### src/rtl/bru_pkg.sv
// -----------------------------------------------------------------------------
// bru_pkg
// Shared definitions for the branch resolve unit:
//   - Funct3 encodings of the conditional branch instructions
//   - BHT 2-bit saturating counter encodings, reset value and update helper
//   - FSM state encoding (IDLE / FLUSH)
// Optional feature macro used by the top level: BRU_PERF_CNT_EN.
// -----------------------------------------------------------------------------
package bru_pkg;

    localparam logic [2:0] F3_BEQ  = 3'b000;
    localparam logic [2:0] F3_BNE  = 3'b001;
    localparam logic [2:0] F3_BLT  = 3'b100;
    localparam logic [2:0] F3_BGE  = 3'b101;
    localparam logic [2:0] F3_BLTU = 3'b110;
    localparam logic [2:0] F3_BGEU = 3'b111;

    typedef logic [1:0] bht_ctr_t;

    localparam bht_ctr_t BHT_SNT   = 2'b00;  // strongly not-taken
    localparam bht_ctr_t BHT_WNT   = 2'b01;  // weakly not-taken
    localparam bht_ctr_t BHT_WT    = 2'b10;  // weakly taken
    localparam bht_ctr_t BHT_ST    = 2'b11;  // strongly taken
    localparam bht_ctr_t BHT_RESET = BHT_WNT;

    typedef enum logic {
        ST_IDLE  = 1'b0,
        ST_FLUSH = 1'b1
    } bru_state_e;

    // Saturating 2-bit counter step towards the observed direction.
    function automatic bht_ctr_t bht_next(input bht_ctr_t ctr, input logic taken);
        bht_ctr_t res;
        if (taken) begin
            res = (ctr == BHT_ST) ? ctr : bht_ctr_t'(ctr + 2'd1);
        end else begin
            res = (ctr == BHT_SNT) ? ctr : bht_ctr_t'(ctr - 2'd1);
        end
        return res;
    endfunction

endpackage

### src/rtl/bru_if.sv
// -----------------------------------------------------------------------------
// bru_if
// Bundle between fetch/EX and the branch resolve unit.
//   slave  : the resolve unit (consumes lookup/resolve, drives prediction,
//            redirect and status)
//   master : the surrounding pipeline
// Signals:
//   LookupPC / PredTakenF                 fetch-side prediction lookup
//   ResolveValid, Branch, ForceJump, JumpReg, Funct3, PredTaken,
//   PC, Imm, RsA, RsB                     EX-stage resolve request
//   BranchMux, Redirect, RedirectPC, Flush, IllegalBranch   results
//   BranchCount, MispredCount             performance counters
// -----------------------------------------------------------------------------
interface bru_if #(
    parameter int XLEN = 32
);
    logic [XLEN-1:0] LookupPC;
    logic            PredTakenF;
    logic            ResolveValid;
    logic            Branch;
    logic            ForceJump;
    logic            JumpReg;
    logic [2:0]      Funct3;
    logic            PredTaken;
    logic [XLEN-1:0] PC;
    logic [XLEN-1:0] Imm;
    logic [XLEN-1:0] RsA;
    logic [XLEN-1:0] RsB;
    logic            BranchMux;
    logic            Redirect;
    logic [XLEN-1:0] RedirectPC;
    logic            Flush;
    logic            IllegalBranch;
    logic [31:0]     BranchCount;
    logic [31:0]     MispredCount;

    modport slave (
        input  LookupPC, ResolveValid, Branch, ForceJump, JumpReg, Funct3,
               PredTaken, PC, Imm, RsA, RsB,
        output PredTakenF, BranchMux, Redirect, RedirectPC, Flush,
               IllegalBranch, BranchCount, MispredCount
    );

    modport master (
        output LookupPC, ResolveValid, Branch, ForceJump, JumpReg, Funct3,
               PredTaken, PC, Imm, RsA, RsB,
        input  PredTakenF, BranchMux, Redirect, RedirectPC, Flush,
               IllegalBranch, BranchCount, MispredCount
    );
endinterface

### src/rtl/bru_bht.sv
// -----------------------------------------------------------------------------
// bru_bht
// Branch history table: BHT_DEPTH entries of 2-bit saturating counters.
// One combinational read port (fetch) and one update port (EX). A read of
// the entry being updated in the same cycle returns the pre-update value.
// Ports:
//   clk_i, rst_ni     clock, async active-low reset (entries -> weakly NT)
//   rd_idx_i/rd_ctr_o read index / counter value
//   upd_en_i          apply one saturating step at upd_idx_i
//   upd_taken_i       direction of the step
// -----------------------------------------------------------------------------
module bru_bht
    import bru_pkg::*;
#(
    parameter int BHT_DEPTH = 64,
    parameter int IDX_W     = $clog2(BHT_DEPTH)
) (
    input  logic             clk_i,
    input  logic             rst_ni,
    input  logic [IDX_W-1:0] rd_idx_i,
    output bht_ctr_t         rd_ctr_o,
    input  logic             upd_en_i,
    input  logic [IDX_W-1:0] upd_idx_i,
    input  logic             upd_taken_i
);

    bht_ctr_t tbl_q [BHT_DEPTH];

    assign rd_ctr_o = tbl_q[rd_idx_i];

    always_ff @(posedge clk_i or negedge rst_ni) begin
        if (!rst_ni) begin
            for (int i = 0; i < BHT_DEPTH; i++) begin
                tbl_q[i] <= BHT_RESET;
            end
        end else if (upd_en_i) begin
            tbl_q[upd_idx_i] <= bht_next(tbl_q[upd_idx_i], upd_taken_i);
        end
    end

endmodule

### src/rtl/branch_resolve_unit.sv
// -----------------------------------------------------------------------------
// branch_resolve_unit
// Resolves beq/bne/blt/bge/bltu/bgeu, jal and jalr in EX, predicts direction
// for fetch from a 2-bit BHT, and raises a registered redirect on mispredict
// (jalr always redirects). After a redirect, resolves are squashed for
// FLUSH_LEN cycles.
// Ports:
//   Clk, Rst_n   clock, async active-low reset
//   bus          bru_if.slave (lookup, resolve request, results, counters)
// Optional feature: define BRU_PERF_CNT_EN to build saturating 32-bit
// BranchCount / MispredCount counters; otherwise both read as 0.
// -----------------------------------------------------------------------------
module branch_resolve_unit
    import bru_pkg::*;
#(
    parameter int XLEN      = 32,
    parameter int BHT_DEPTH = 64,
    parameter int FLUSH_LEN = 2
) (
    input  logic Clk,
    input  logic Rst_n,
    bru_if.slave bus
);

    localparam int IDX_W = $clog2(BHT_DEPTH);
    localparam int CNT_W = (FLUSH_LEN > 1) ? $clog2(FLUSH_LEN) : 1;

    bru_state_e        state_q, state_d;
    logic [CNT_W-1:0]  flush_cnt_q, flush_cnt_d;
    logic              branch_mux_q, redirect_q, illegal_q;
    logic [XLEN-1:0]   redirect_pc_q;

    bht_ctr_t          pred_ctr;
    logic              accepted, sel_jalr, sel_jal, sel_br, illegal_f3;
    logic              cond, taken, redirect_d, bht_upd;
    logic [XLEN-1:0]   target;
    logic signed [XLEN-1:0] rs_a_s, rs_b_s;

    bru_bht #(
        .BHT_DEPTH (BHT_DEPTH),
        .IDX_W     (IDX_W)
    ) u_bht (
        .clk_i       (Clk),
        .rst_ni      (Rst_n),
        .rd_idx_i    (bus.LookupPC[IDX_W+1:2]),
        .rd_ctr_o    (pred_ctr),
        .upd_en_i    (bht_upd),
        .upd_idx_i   (bus.PC[IDX_W+1:2]),
        .upd_taken_i (taken)
    );

    assign bus.PredTakenF = pred_ctr[1];

    // Instruction class with priority JumpReg > ForceJump > Branch.
    assign sel_jalr   = bus.JumpReg;
    assign sel_jal    = !bus.JumpReg && bus.ForceJump;
    assign sel_br     = !bus.JumpReg && !bus.ForceJump && bus.Branch;
    assign illegal_f3 = (bus.Funct3 == 3'b010) || (bus.Funct3 == 3'b011);

    assign rs_a_s = $signed(bus.RsA);
    assign rs_b_s = $signed(bus.RsB);

    always_comb begin
        cond = 1'b0;
        case (bus.Funct3)
            F3_BEQ:  cond = (bus.RsA == bus.RsB);
            F3_BNE:  cond = (bus.RsA != bus.RsB);
            F3_BLT:  cond = (rs_a_s <  rs_b_s);
            F3_BGE:  cond = (rs_a_s >= rs_b_s);
            F3_BLTU: cond = (bus.RsA <  bus.RsB);
            F3_BGEU: cond = (bus.RsA >= bus.RsB);
            default: cond = 1'b0;
        endcase
    end

    assign taken    = sel_jalr || sel_jal || (sel_br && !illegal_f3 && cond);
    assign accepted = bus.ResolveValid && (state_q == ST_IDLE);

    always_comb begin
        if (sel_jalr) begin
            target = (bus.RsA + bus.Imm) & ~{{(XLEN-1){1'b0}}, 1'b1};
        end else if (taken) begin
            target = bus.PC + bus.Imm;
        end else begin
            target = bus.PC + XLEN'(4);
        end
    end

    // No BTB, so a jalr target is never known at fetch.
    assign redirect_d = accepted && ((taken != bus.PredTaken) || sel_jalr);
    assign bht_upd    = accepted && sel_br && !illegal_f3;

    // Result registers
    always_ff @(posedge Clk or negedge Rst_n) begin
        if (!Rst_n) begin
            branch_mux_q  <= 1'b0;
            redirect_q    <= 1'b0;
            illegal_q     <= 1'b0;
            redirect_pc_q <= '0;
        end else begin
            branch_mux_q <= accepted && taken;
            redirect_q   <= redirect_d;
            illegal_q    <= accepted && sel_br && illegal_f3;
            if (accepted) begin
                redirect_pc_q <= target;
            end
        end
    end

    // FSM: enters FLUSH the cycle after the redirect pulse, so Flush spans
    // the pulse plus FLUSH_LEN cycles.
    always_ff @(posedge Clk or negedge Rst_n) begin
        if (!Rst_n) begin
            state_q     <= ST_IDLE;
            flush_cnt_q <= '0;
        end else begin
            state_q     <= state_d;
            flush_cnt_q <= flush_cnt_d;
        end
    end

    always_comb begin
        state_d     = state_q;
        flush_cnt_d = flush_cnt_q;
        case (state_q)
            ST_IDLE: begin
                if (redirect_q && (FLUSH_LEN > 0)) begin
                    state_d     = ST_FLUSH;
                    flush_cnt_d = CNT_W'(FLUSH_LEN - 1);
                end
            end
            ST_FLUSH: begin
                if (flush_cnt_q == '0) begin
                    state_d = ST_IDLE;
                end else begin
                    flush_cnt_d = flush_cnt_q - CNT_W'(1);
                end
            end
            default: state_d = ST_IDLE;
        endcase
    end

    assign bus.BranchMux     = branch_mux_q;
    assign bus.Redirect      = redirect_q;
    assign bus.RedirectPC    = redirect_pc_q;
    assign bus.IllegalBranch = illegal_q;
    assign bus.Flush         = redirect_q || (state_q == ST_FLUSH);

`ifdef BRU_PERF_CNT_EN
    logic [31:0] br_cnt_q, mp_cnt_q;

    always_ff @(posedge Clk or negedge Rst_n) begin
        if (!Rst_n) begin
            br_cnt_q <= '0;
            mp_cnt_q <= '0;
        end else begin
            if (accepted && (br_cnt_q != '1)) begin
                br_cnt_q <= br_cnt_q + 32'd1;
            end
            if (redirect_d && (mp_cnt_q != '1)) begin
                mp_cnt_q <= mp_cnt_q + 32'd1;
            end
        end
    end

    assign bus.BranchCount  = br_cnt_q;
    assign bus.MispredCount = mp_cnt_q;
`else
    assign bus.BranchCount  = 32'd0;
    assign bus.MispredCount = 32'd0;
`endif

endmodule

### src/flat_wrapper.sv
// flat-port wrapper written by rule: the top's interface ports become plain ports
module branch_resolve_unit_flat import bru_pkg::*;
#(
    parameter int XLEN      = 32,
    parameter int BHT_DEPTH = 64,
    parameter int FLUSH_LEN = 2
)
  (Clk, Rst_n, bus_LookupPC, bus_ResolveValid, bus_Branch, bus_ForceJump, bus_JumpReg, bus_Funct3, bus_PredTaken, bus_PC, bus_Imm, bus_RsA, bus_RsB, bus_PredTakenF, bus_BranchMux, bus_Redirect, bus_RedirectPC, bus_Flush, bus_IllegalBranch, bus_BranchCount, bus_MispredCount);
  bru_if #(.XLEN(XLEN)) bus_i ();
  input  logic Clk;
  input  logic Rst_n;
  input wire logic [$bits(bus_i.LookupPC)-1:0] bus_LookupPC;
  input wire logic [$bits(bus_i.ResolveValid)-1:0] bus_ResolveValid;
  input wire logic [$bits(bus_i.Branch)-1:0] bus_Branch;
  input wire logic [$bits(bus_i.ForceJump)-1:0] bus_ForceJump;
  input wire logic [$bits(bus_i.JumpReg)-1:0] bus_JumpReg;
  input wire logic [$bits(bus_i.Funct3)-1:0] bus_Funct3;
  input wire logic [$bits(bus_i.PredTaken)-1:0] bus_PredTaken;
  input wire logic [$bits(bus_i.PC)-1:0] bus_PC;
  input wire logic [$bits(bus_i.Imm)-1:0] bus_Imm;
  input wire logic [$bits(bus_i.RsA)-1:0] bus_RsA;
  input wire logic [$bits(bus_i.RsB)-1:0] bus_RsB;
  output wire logic [$bits(bus_i.PredTakenF)-1:0] bus_PredTakenF;
  output wire logic [$bits(bus_i.BranchMux)-1:0] bus_BranchMux;
  output wire logic [$bits(bus_i.Redirect)-1:0] bus_Redirect;
  output wire logic [$bits(bus_i.RedirectPC)-1:0] bus_RedirectPC;
  output wire logic [$bits(bus_i.Flush)-1:0] bus_Flush;
  output wire logic [$bits(bus_i.IllegalBranch)-1:0] bus_IllegalBranch;
  output wire logic [$bits(bus_i.BranchCount)-1:0] bus_BranchCount;
  output wire logic [$bits(bus_i.MispredCount)-1:0] bus_MispredCount;
  assign bus_i.LookupPC = bus_LookupPC;
  assign bus_i.ResolveValid = bus_ResolveValid;
  assign bus_i.Branch = bus_Branch;
  assign bus_i.ForceJump = bus_ForceJump;
  assign bus_i.JumpReg = bus_JumpReg;
  assign bus_i.Funct3 = bus_Funct3;
  assign bus_i.PredTaken = bus_PredTaken;
  assign bus_i.PC = bus_PC;
  assign bus_i.Imm = bus_Imm;
  assign bus_i.RsA = bus_RsA;
  assign bus_i.RsB = bus_RsB;
  assign bus_PredTakenF = bus_i.PredTakenF;
  assign bus_BranchMux = bus_i.BranchMux;
  assign bus_Redirect = bus_i.Redirect;
  assign bus_RedirectPC = bus_i.RedirectPC;
  assign bus_Flush = bus_i.Flush;
  assign bus_IllegalBranch = bus_i.IllegalBranch;
  assign bus_BranchCount = bus_i.BranchCount;
  assign bus_MispredCount = bus_i.MispredCount;
  branch_resolve_unit #(.XLEN(XLEN), .BHT_DEPTH(BHT_DEPTH), .FLUSH_LEN(FLUSH_LEN)) u_core (.Clk(Clk), .Rst_n(Rst_n), .bus(bus_i));
endmodule
### config.mk
export PLATFORM = sky130hd
export DESIGN_NAME = branch_resolve_unit_flat
export DESIGN_NICKNAME = d
export VERILOG_FILES = /design/src/rtl/bru_pkg.sv /design/src/rtl/bru_if.sv /design/src/rtl/bru_bht.sv /design/src/rtl/branch_resolve_unit.sv /design/src/flat_wrapper.sv
export SDC_FILE = /design/constraint.sdc
export NUM_CORES = 1
export LEC_CHECK = 0
export ABC_AREA = 1
export CAP_MARGIN = 20
export CELL_PAD_IN_SITES_DETAIL_PLACEMENT = 1
export CELL_PAD_IN_SITES_GLOBAL_PLACEMENT = 2
export CORE_ASPECT_RATIO = 1.25
export CORE_MARGIN = 2
export CORE_UTILIZATION = 31
export DETAILED_ROUTE_END_ITERATION = 8
export PLACE_DENSITY = 0.95
export SYNTH_ARGS = -nofsm -noshare
export SYNTH_HDL_FRONTEND = slang
export SYNTH_HIERARCHICAL = 1
export SYNTH_SLANG_ARGS = --single-unit
### constraint.sdc
create_clock -name Clk -period 7 [get_ports Clk]
set_input_delay 1.05 -clock Clk [delete_from_list [all_inputs] [get_ports Clk]]
set_output_delay 1.05 -clock Clk [all_outputs]
set_load 0.02 [all_outputs]
==> results of run 1 <==
==> report_power, final <==
group | internal (uW) | switching [uW]
logic | 495 | 860
clock network | 552 | 448
registers | 1080 | 94.5
total | 2120 | 1400
==> cells in the final DEF (no fill, tap or decap), drive strengths merged, types with 8 or more instances in the layout <==
cell type        n
a21o            11
a21oi          131
a31oi           11
buf             17
clkbuf          20
clkdlybuf4s50  178
conb            64
dfrtp          101
dfstp           64
ha              94
inv            296
nand2          914
nand3          159
nand3b          15
nand4           17
nor2           220
nor3            40
o211ai          20
o21a             9
o21ai          122
or2              8
xnor2           18
xor2            33
==> flip-flops by register name (all words and copies together) (netlist names) <==
name                      count
u_core/bus.BranchMux          1
u_core/bus.Redirect           1
u_core/flush_cnt_q            1
u_core/bus.IllegalBranch      1
u_core/u_bht/tbl_q          128
u_core/bus.RedirectPC        32
u_core/state_q                1
==> layer usage <==
layer	track usage [%]	vias to the layer above	wire, um	part of all wire [%]
met5	0	-	30	0.048
met4	13.20	4	3626	5.8
met3	3.591	143	2588	4.1
met2	44.29	454	31910	51
met1	26.60	8235	24830	39
li1	-	7944	-	-
==> per-stage QoR <==
stage	hold slack (ns)	utilization [%]	std cells
floorplan	0.4244	-	2530
global placement	0.4375	35.47	3224
detailed placement	0.4578	35.47	3224
CTS	0.4667	36.69	3256
global route	0.4849	36.69	3256
finish	0.4553	36.69	3257
==> critical path, stage by stage <==
cell             delay [ns]
clkdlybuf4s50_1        0.46
buf_4                  0.43
inv_1                  0.61
o21ai_0                0.35
o221ai_1               0.17
o211ai_1               0.19
nand3_1                0.15
nand3_1                0.10
nand2_1                0.08
clkdlybuf4s50_1        0.54
==> worst paths after layout <==
kind / startpoint / end / slack, ns
max: bus_LookupPC[2] / bus_PredTakenF / 1.79
min: u_core/state_q / u_core/flush_cnt_q / 0.46
max reg2reg: u_core/state_q / u_core/u_bht/tbl_q[83] / 3.34
min reg2reg: u_core/state_q / u_core/flush_cnt_q / 0.46
max in group asynchronous: Rst_n / u_core/bus.RedirectPC[3] / 5.15
min in group asynchronous: Rst_n / u_core/u_bht/tbl_q[25] / 0.54
==> area by class of cell <==
cell class	instances	area [sq um]	area share, %
Inverter	291	1092	6.039
Clock inverter	12	142.6	0.7885
Sequential cell	165	4209	23.27
Clock buffer	20	456.7	2.525
Timing Repair Buffer	195	1923	10.63
Multi-Input combinational cell	1922	9448	52.23
Antenna cell	1	2.502	0.01383
Tap cell	651	814.5	4.503
==> impl_metrics.env, run 1 <==
export IMPL_core_sq_um=49300
export IMPL_cap_viol_max_count=0
export IMPL_vias=16780
export IMPL_post_route_period_util_pct=74.37
export IMPL_clk_latency_ns=0.45
export IMPL_die_h_um=253.4
export IMPL_path_clk_slew_ns=0.06
export IMPL_dieWidth_um=203.5
export IMPL_layout_drive_gt1_share_pct=5.758
export IMPL_rsz0062_at_grt="no"
export IMPL_outcome="complete, no violations"
export IMPL_required_ns=5.95
export IMPL_cts_buffers=17
export IMPL_start_util_pct=31.28
export IMPL_gp_congestion=0.9513
export IMPL_first_global_vias=17940
export IMPL_num_fill_cells=6430
export IMPL_dr_pass1_iters=5
export IMPL_pre_cts_ws_ns=1.886
export IMPL_power_leakage_uw=0.008963
export IMPL_dp_hpwl_um=47390
export IMPL_final_hold_viol_count=0
export IMPL_path_class="primary input to output port"
export IMPL_tns_ns=0
export IMPL_cp_end_kind="output port"
export IMPL_drc=0
export IMPL_overflow=0
export IMPL_grtUsageTotal_pct=24.15
export IMPL_cts_tree="yes"
export IMPL_worstPathMaxFanout=41
export IMPL_cts_hold_buffers=0
export IMPL_place_area_sq_um=17490
export IMPL_htreeDepth=4
export IMPL_clock_path_buffers=2
export IMPL_cts_root_buffer="clkbuf_16"
export IMPL_hold_class="register to register"
export IMPL_cp_arrival_ns=4.16
export IMPL_report_final_slew_viol_count=0
export IMPL_clock_sinks=165
export IMPL_setup_viol_count_final=0
export IMPL_avgSynthCellArea_sq_um=6.252
export IMPL_grt_antenna_before_repair=5
export IMPL_cts_resized=0
export IMPL_syn_to_final_growth_pct=17.28
export IMPL_finalPower_uw=3526
export IMPL_cp_start_kind="primary input"
export IMPL_drtAntennaViolNets=0
export IMPL_drt_iter0_drc=882
export IMPL_wl_per_cell_um=19.34
export IMPL_slew_headroom_pct=30.19
export IMPL_min_period_ns=5.206
export IMPL_grt_first_pass_wirelength_um=97140
export IMPL_layout_setup_ws_ns=1.794
export IMPL_fin_area_sq_um=18090
export IMPL_tightest_slew_ns=1.046
export IMPL_drt_vias_per_instance=5.152
export IMPL_syn_inst=2467
export IMPL_yosysWarnings=6
export IMPL_r2r_cells=10
export IMPL_syn_area_sq_um=15420
export IMPL_num_rows=91
export IMPL_post_cts_buffers=0
export IMPL_finClkSkew_ns=0.01686
export IMPL_wirelength_um=62980
export IMPL_nNetsFinal=2858
export IMPL_io_buffers=180
export IMPL_grt_start_max_net_pins=71
export IMPL_io_pins=271
export IMPL_ir_drop_v=0.0002117
export IMPL_power_density_nw_per_um2=194.9
export IMPL_fmax_mhz=192.1
export IMPL_die_area_sq_um=51570
export IMPL_hold_depth=1
No activity file was read; power rests on OpenSTA's default activity.
==> inputs of run 2 (changes only) <==
- CORE_UTILIZATION: 31 -> 29
- PLACE_DENSITY: 0.95 -> 0.91
- clock period: 7 -> 4.8 ns (I/O delays scaled with it)
==> impl_metrics.env, run 2 (synthesis gave the netlist of run 1 again) <==
export IMPL_cap_viol_max_count=0
export IMPL_grt_start_max_net_pins=93
export IMPL_cts_buffers=17
export IMPL_io_buffers=180
export IMPL_dp_hpwl_um=49960
export IMPL_num_fill_cells=6805
export IMPL_worstPathMaxFanout=10
export IMPL_final_common_cell="nand2_1"
export IMPL_vias=16750
export IMPL_slowest_stage="clkdlybuf4s50_1"
export IMPL_cts_tree="yes"
export IMPL_wirelength_um=64220
export IMPL_slew_headroom_pct=38.54
export IMPL_cp_arrival_ns=3.41
export IMPL_final_cell_mix="nand2_1, inv_1, nor2_1"
export IMPL_tns_ns=0
export IMPL_final_hold_viol_count=0
export IMPL_num_rows=94
export IMPL_grt_antenna_before_repair=4
export IMPL_post_route_period_util_pct=85.97
export IMPL_gp_congestion=0.9650
export IMPL_cp_start_kind="primary input"
export IMPL_core_sq_um=52570
export IMPL_grt_first_pass_wirelength_um=97500
export IMPL_rsz0062_at_grt="no"
export IMPL_clk_latency_ns=0.46
export IMPL_slowest_delay_ns=0.74
export IMPL_syn_to_final_growth_pct=18.30
export IMPL_hold_class="primary input to async pin"
export IMPL_cts_hold_buffers=0
export IMPL_wl_per_cell_um=19.52
export IMPL_cp_end_kind="output port"
export IMPL_path_clk_slew_ns=0.07
export IMPL_power_leakage_uw=0.009036
export IMPL_nNetsFinal=2870
export IMPL_start_util_pct=29.34
export IMPL_cpLargestDelayFamily="buffers and inverters"
export IMPL_outcome="complete, no violations"
export IMPL_io_pins=271
export IMPL_min_period_ns=4.127
export IMPL_power_density_nw_per_um2=283.1
export IMPL_htreeDepth=4
export IMPL_rrSetupSlack_ns=1.70
export IMPL_largest_register="u_core/u_bht/tbl_q"
export IMPL_clock_sinks=165
export IMPL_ir_drop_v=0.0002956
export IMPL_die_area_sq_um=55060
export IMPL_whs_ns=0.3663
export IMPL_cts_resized=0
export IMPL_overflow=0
export IMPL_finClkSkew_ns=0.02029
export IMPL_tightest_slew_ns=0.9219
export IMPL_post_cts_buffers=0
export IMPL_cts_root_buffer="clkbuf_16"
export IMPL_cp_num_buf_inv=3
export IMPL_report_final_slew_viol_count=0
export IMPL_dieWidth_um=210.3
export IMPL_grtUsageTotal_pct=23.02
export IMPL_setup_viol_count_final=0
export IMPL_drtAntennaViolNets=0
export IMPL_first_global_vias=17650
export IMPL_path_class="primary input to output port"
export IMPL_drt_vias_per_instance=5.091
export IMPL_clock_path_buffers=2
export IMPL_drc=0
export IMPL_die_h_um=261.8
export IMPL_layout_drive_gt1_share_pct=6.114
export IMPL_dr_pass1_iters=5
export IMPL_required_ns=4.08
export IMPL_drt_iter0_drc=1041
export IMPL_largest_reg_flops=128
export IMPL_cp_cell_sequence="clkdlybuf4s50_1, inv_1, o21ai_0, o221ai_1, o211ai_1, nand3_1, nand3_1, nand2_1, clkdlybuf4s50_1"
export IMPL_final_util_pct=34.71
export IMPL_fmax_mhz=242.3
[run 2: per-stage QoR]
step | total power [uW] | setup slack [ns] | area [sq um] | std cells
after floorplan | 2814 | 1.744 | 15660 | 2530
after global placement | 3657 | 0.6284 | 17640 | 3257
after detailed placement | 3697 | 0.5506 | 17640 | 3257
after CTS | 5196 | 0.7542 | 18240 | 3289
after global routing | 5429 | 0.6060 | 18240 | 3289
final | 5165 | 0.6734 | 18250 | 3290
[run 2: final cells by class]
type                       instances  area, sq um  share of cell area (%)
antenna                            1        2.502                 0.01371
clock buffer                      21        450.4                   2.469
clock inverter                    11        150.1                  0.8229
inverter                         291         1092                   5.986
multi-input combinational       1922         9438                   51.72
sequential                       165         4209                   23.07
tap                              672        840.8                   4.608
timing repair buffer             207         2063                   11.31
[run 2: path summary, 6_finish.rpt]
kind	start	to	cells after the start
max in group asynchronous	Rst_n	u_core/u_bht/tbl_q[40]	2
max	bus_LookupPC[3]	bus_PredTakenF	9
max reg2reg	u_core/state_q	u_core/u_bht/tbl_q[57]	11
min reg2reg	u_core/u_bht/tbl_q[102]	u_core/u_bht/tbl_q[102]	2
min in group Clk	u_core/u_bht/tbl_q[102]	u_core/u_bht/tbl_q[102]	2
min	Rst_n	u_core/u_bht/tbl_q[123]	1
[run 2: power breakdown]
part           switching (uW)  internal, uW
logic                    1260           735
clock network             634           836
registers                 130          1570
[run 2: layer usage]
layer | track usage [%] | up-vias | share of wire (%)
li1 | - | 7970 | -
met1 | 25.28 | 8190 | 39
met2 | 42.93 | 443 | 51
met3 | 3.645 | 139 | 4.7
met4 | 11.54 | 6 | 5.0
met5 | 0 | - | 0.072
==> patch: new RTL, settings of run 2 <==
`FLUSH_LEN` is set to 2 in 2 places; all go to 1.
--- a/src/rtl/branch_resolve_unit.sv
+++ b/src/rtl/branch_resolve_unit.sv
@@ -16,5 +16,5 @@
     parameter int XLEN      = 32,
     parameter int BHT_DEPTH = 64,
-    parameter int FLUSH_LEN = 2
+    parameter int FLUSH_LEN = 1
 ) (
     input  logic Clk,
--- a/src/flat_wrapper.sv
+++ b/src/flat_wrapper.sv
@@ -4,5 +4,5 @@
     parameter int XLEN      = 32,
     parameter int BHT_DEPTH = 64,
-    parameter int FLUSH_LEN = 2
+    parameter int FLUSH_LEN = 1
 )
   (Clk, Rst_n, bus_LookupPC, bus_ResolveValid, bus_Branch, bus_ForceJump, bus_JumpReg, bus_Funct3, bus_PredTaken, bus_PC, bus_Imm, bus_RsA, bus_RsB, bus_PredTakenF, bus_BranchMux, bus_Redirect, bus_RedirectPC, bus_Flush, bus_IllegalBranch, bus_BranchCount, bus_MispredCount);
Formal check against the unedited RTL: not equivalent (a bounded check fails within 4 cycles, from zero or initial values and one cycle with Rst_n low).
==> patch against run 2 <==
  * Area after synthesis is 1.3% lower
  * Fmax rose by 0.99%
  * Clock skew is 6.8 ps lower
  * Worst hold slack gained 19 ps
  * Non-clock buffer count rose by 6
  * Total power decreased by 11%
  * Sequential cell count down 1
  * Largest cell class unchanged
  * Die area fell by 1.2%
  * Wire length is 1.1% higher
  * Design area decreased by 0.82%
  * Worst setup slack improved by 40 ps
==> patch: results (changes against run 2) <==
status=finished clean; R2R depth=10 (-1); max reg flops=128 (unchanged); Clock Latency Late Sink=460 ps (about the same); clock transition at the registers of the reported paths=70 ps (about the same); HPWL Detailed=50,600 um (+1.3%); worst min path class=input port to asynchronous set/reset pin; final hold vios=0 (unchanged); placer congestion estimate=0.931 (-3.6%); Worst R2R End=u_core/u_bht/tbl_q[57]; # Post-CTS Setup Buffers=0 (unchanged); IO Port Bufs=180 (unchanged); largest net degree at the start of global routing=100 (+7.5%); clk buf depth=2 (unchanged); Worst Tran Pin Value=1110 ps (+192 ps); Root Buffer=clkbuf_16; worst reg2reg setup slack=1740 ps (+40 ps); wire per inst=20.0 um (+2.7%); CTS buffer count=17 (unchanged); r2r startpoint=u_core/state_q; max incr delay on CP=610 ps (-130 ps); initial DRC count=872 (-16%); global-route wire length before repair=98,200 um (+0.73%); critical path arrival=3370 ps (-40 ps); CTS resizes=0 (unchanged); DR vias/cell=5.08 (-0.18%); Worst Path Max Fanout=17 (+7); clk_skew=13.5 ps (-6.78 ps); H-tree depth=4 (unchanged); Leak Pwr=8.79 nW (-2.7%); Largest delay share family, worst path=buffers and inverters; GRT Util Overall=23.6% (+0.59 points); vias in the first global route=17,400 (-1.3%); maximum VDD drop=259 uV (-12%); Fill cells=6,766 (-0.57%); net count reported at finish=2,822 (-1.7%); initial antenna violation count=12 (+8); share of cells above drive strength 1=6.11% (about the same); Slowest cell on crit path=clkdlybuf4s50_1; Sw Ratio=36.6% (-2.6 points); drt first pass iters=5 (unchanged); Yosys Warn Count=6 (unchanged); largest register by flop count=u_core/u_bht/tbl_q
[patch: cell types whose count changed in the layout (fill, tap and decap cells not counted), moves of 6 or more]
cell | run 2 | this run
buf_4 | 22 | 31
inv_1 | 287 | 259
nand2_1 | 910 | 870
nor2_1 | 213 | 221
o21bai_1 | 5 | 13
xnor2_1 | 18 | 24
xor2_1 | 33 | 45
[patch: how the worst max path moves through the flow]
stage | from | end | slack (ps)
after detailed placement | bus_RsA[31] | u_core/u_bht/tbl_q[37] | 550
final | bus_LookupPC[2] | bus_PredTakenF | 710
after CTS | bus_LookupPC[2] | bus_PredTakenF | 730
after global routing | bus_LookupPC[2] | bus_PredTakenF | 630
after global placement | bus_RsA[31] | u_core/bus.RedirectPC[24] | 600
after floorplan | bus_RsB[31] | u_core/u_bht/tbl_q[109] | 1790
[patch: metal layers]
metal	global-route usage (%)	wire, um
met4	11.8	3320
met3	4.32	3110
met1	26.1	25300
met5	0	82
met2	43.3	33100
[patch: through the flow]
step | hold slack [ps] | util (%) | area, um2 | worst slack [ps] | cells
after floorplan | 402 | - | 15500 | 1790 | 2475
after global placement | 415 | 33.8 | 17500 | 603 | 3202
after detailed placement | 416 | 33.8 | 17500 | 546 | 3202
after CTS | 425 | 35.0 | 18100 | 725 | 3234
after global routing | 451 | 35.0 | 18100 | 625 | 3234
final | 385 | 35.0 | 18100 | 714 | 3239
[patch: power groups by stage]
stage	sequential [mW]	combinational, mW	clock (mW)
final	1.55	1.53	1.52
after global routing	1.56	1.67	1.60
after floorplan	1.62	0.826	0
after detailed placement	1.57	1.53	0
after global placement	1.57	1.51	0
after CTS	1.55	1.54	1.56
[patch: area by class of cell]
type | instances | share of cell area, %
inverter | 263 | 5.45
sequential | 164 | 23.1
timing repair buffer | 213 | 11.4
antenna | 5 | 0.0691
tap | 665 | 4.60
clock inverter | 12 | 0.996
clock buffer | 20 | 2.47
multi-input combinational | 1897 | 51.9
[patch: worst register-to-register path: stages (launching register included)]
cell and delay (ps):
dfrtp_1 370, inv_1 70, nand2_1 190, inv_1 200, nand3_1 130, nor2_1 460
nand3_1 750, nor2_1 480, inv_1 120, nand2_1 90, nand2_1 60
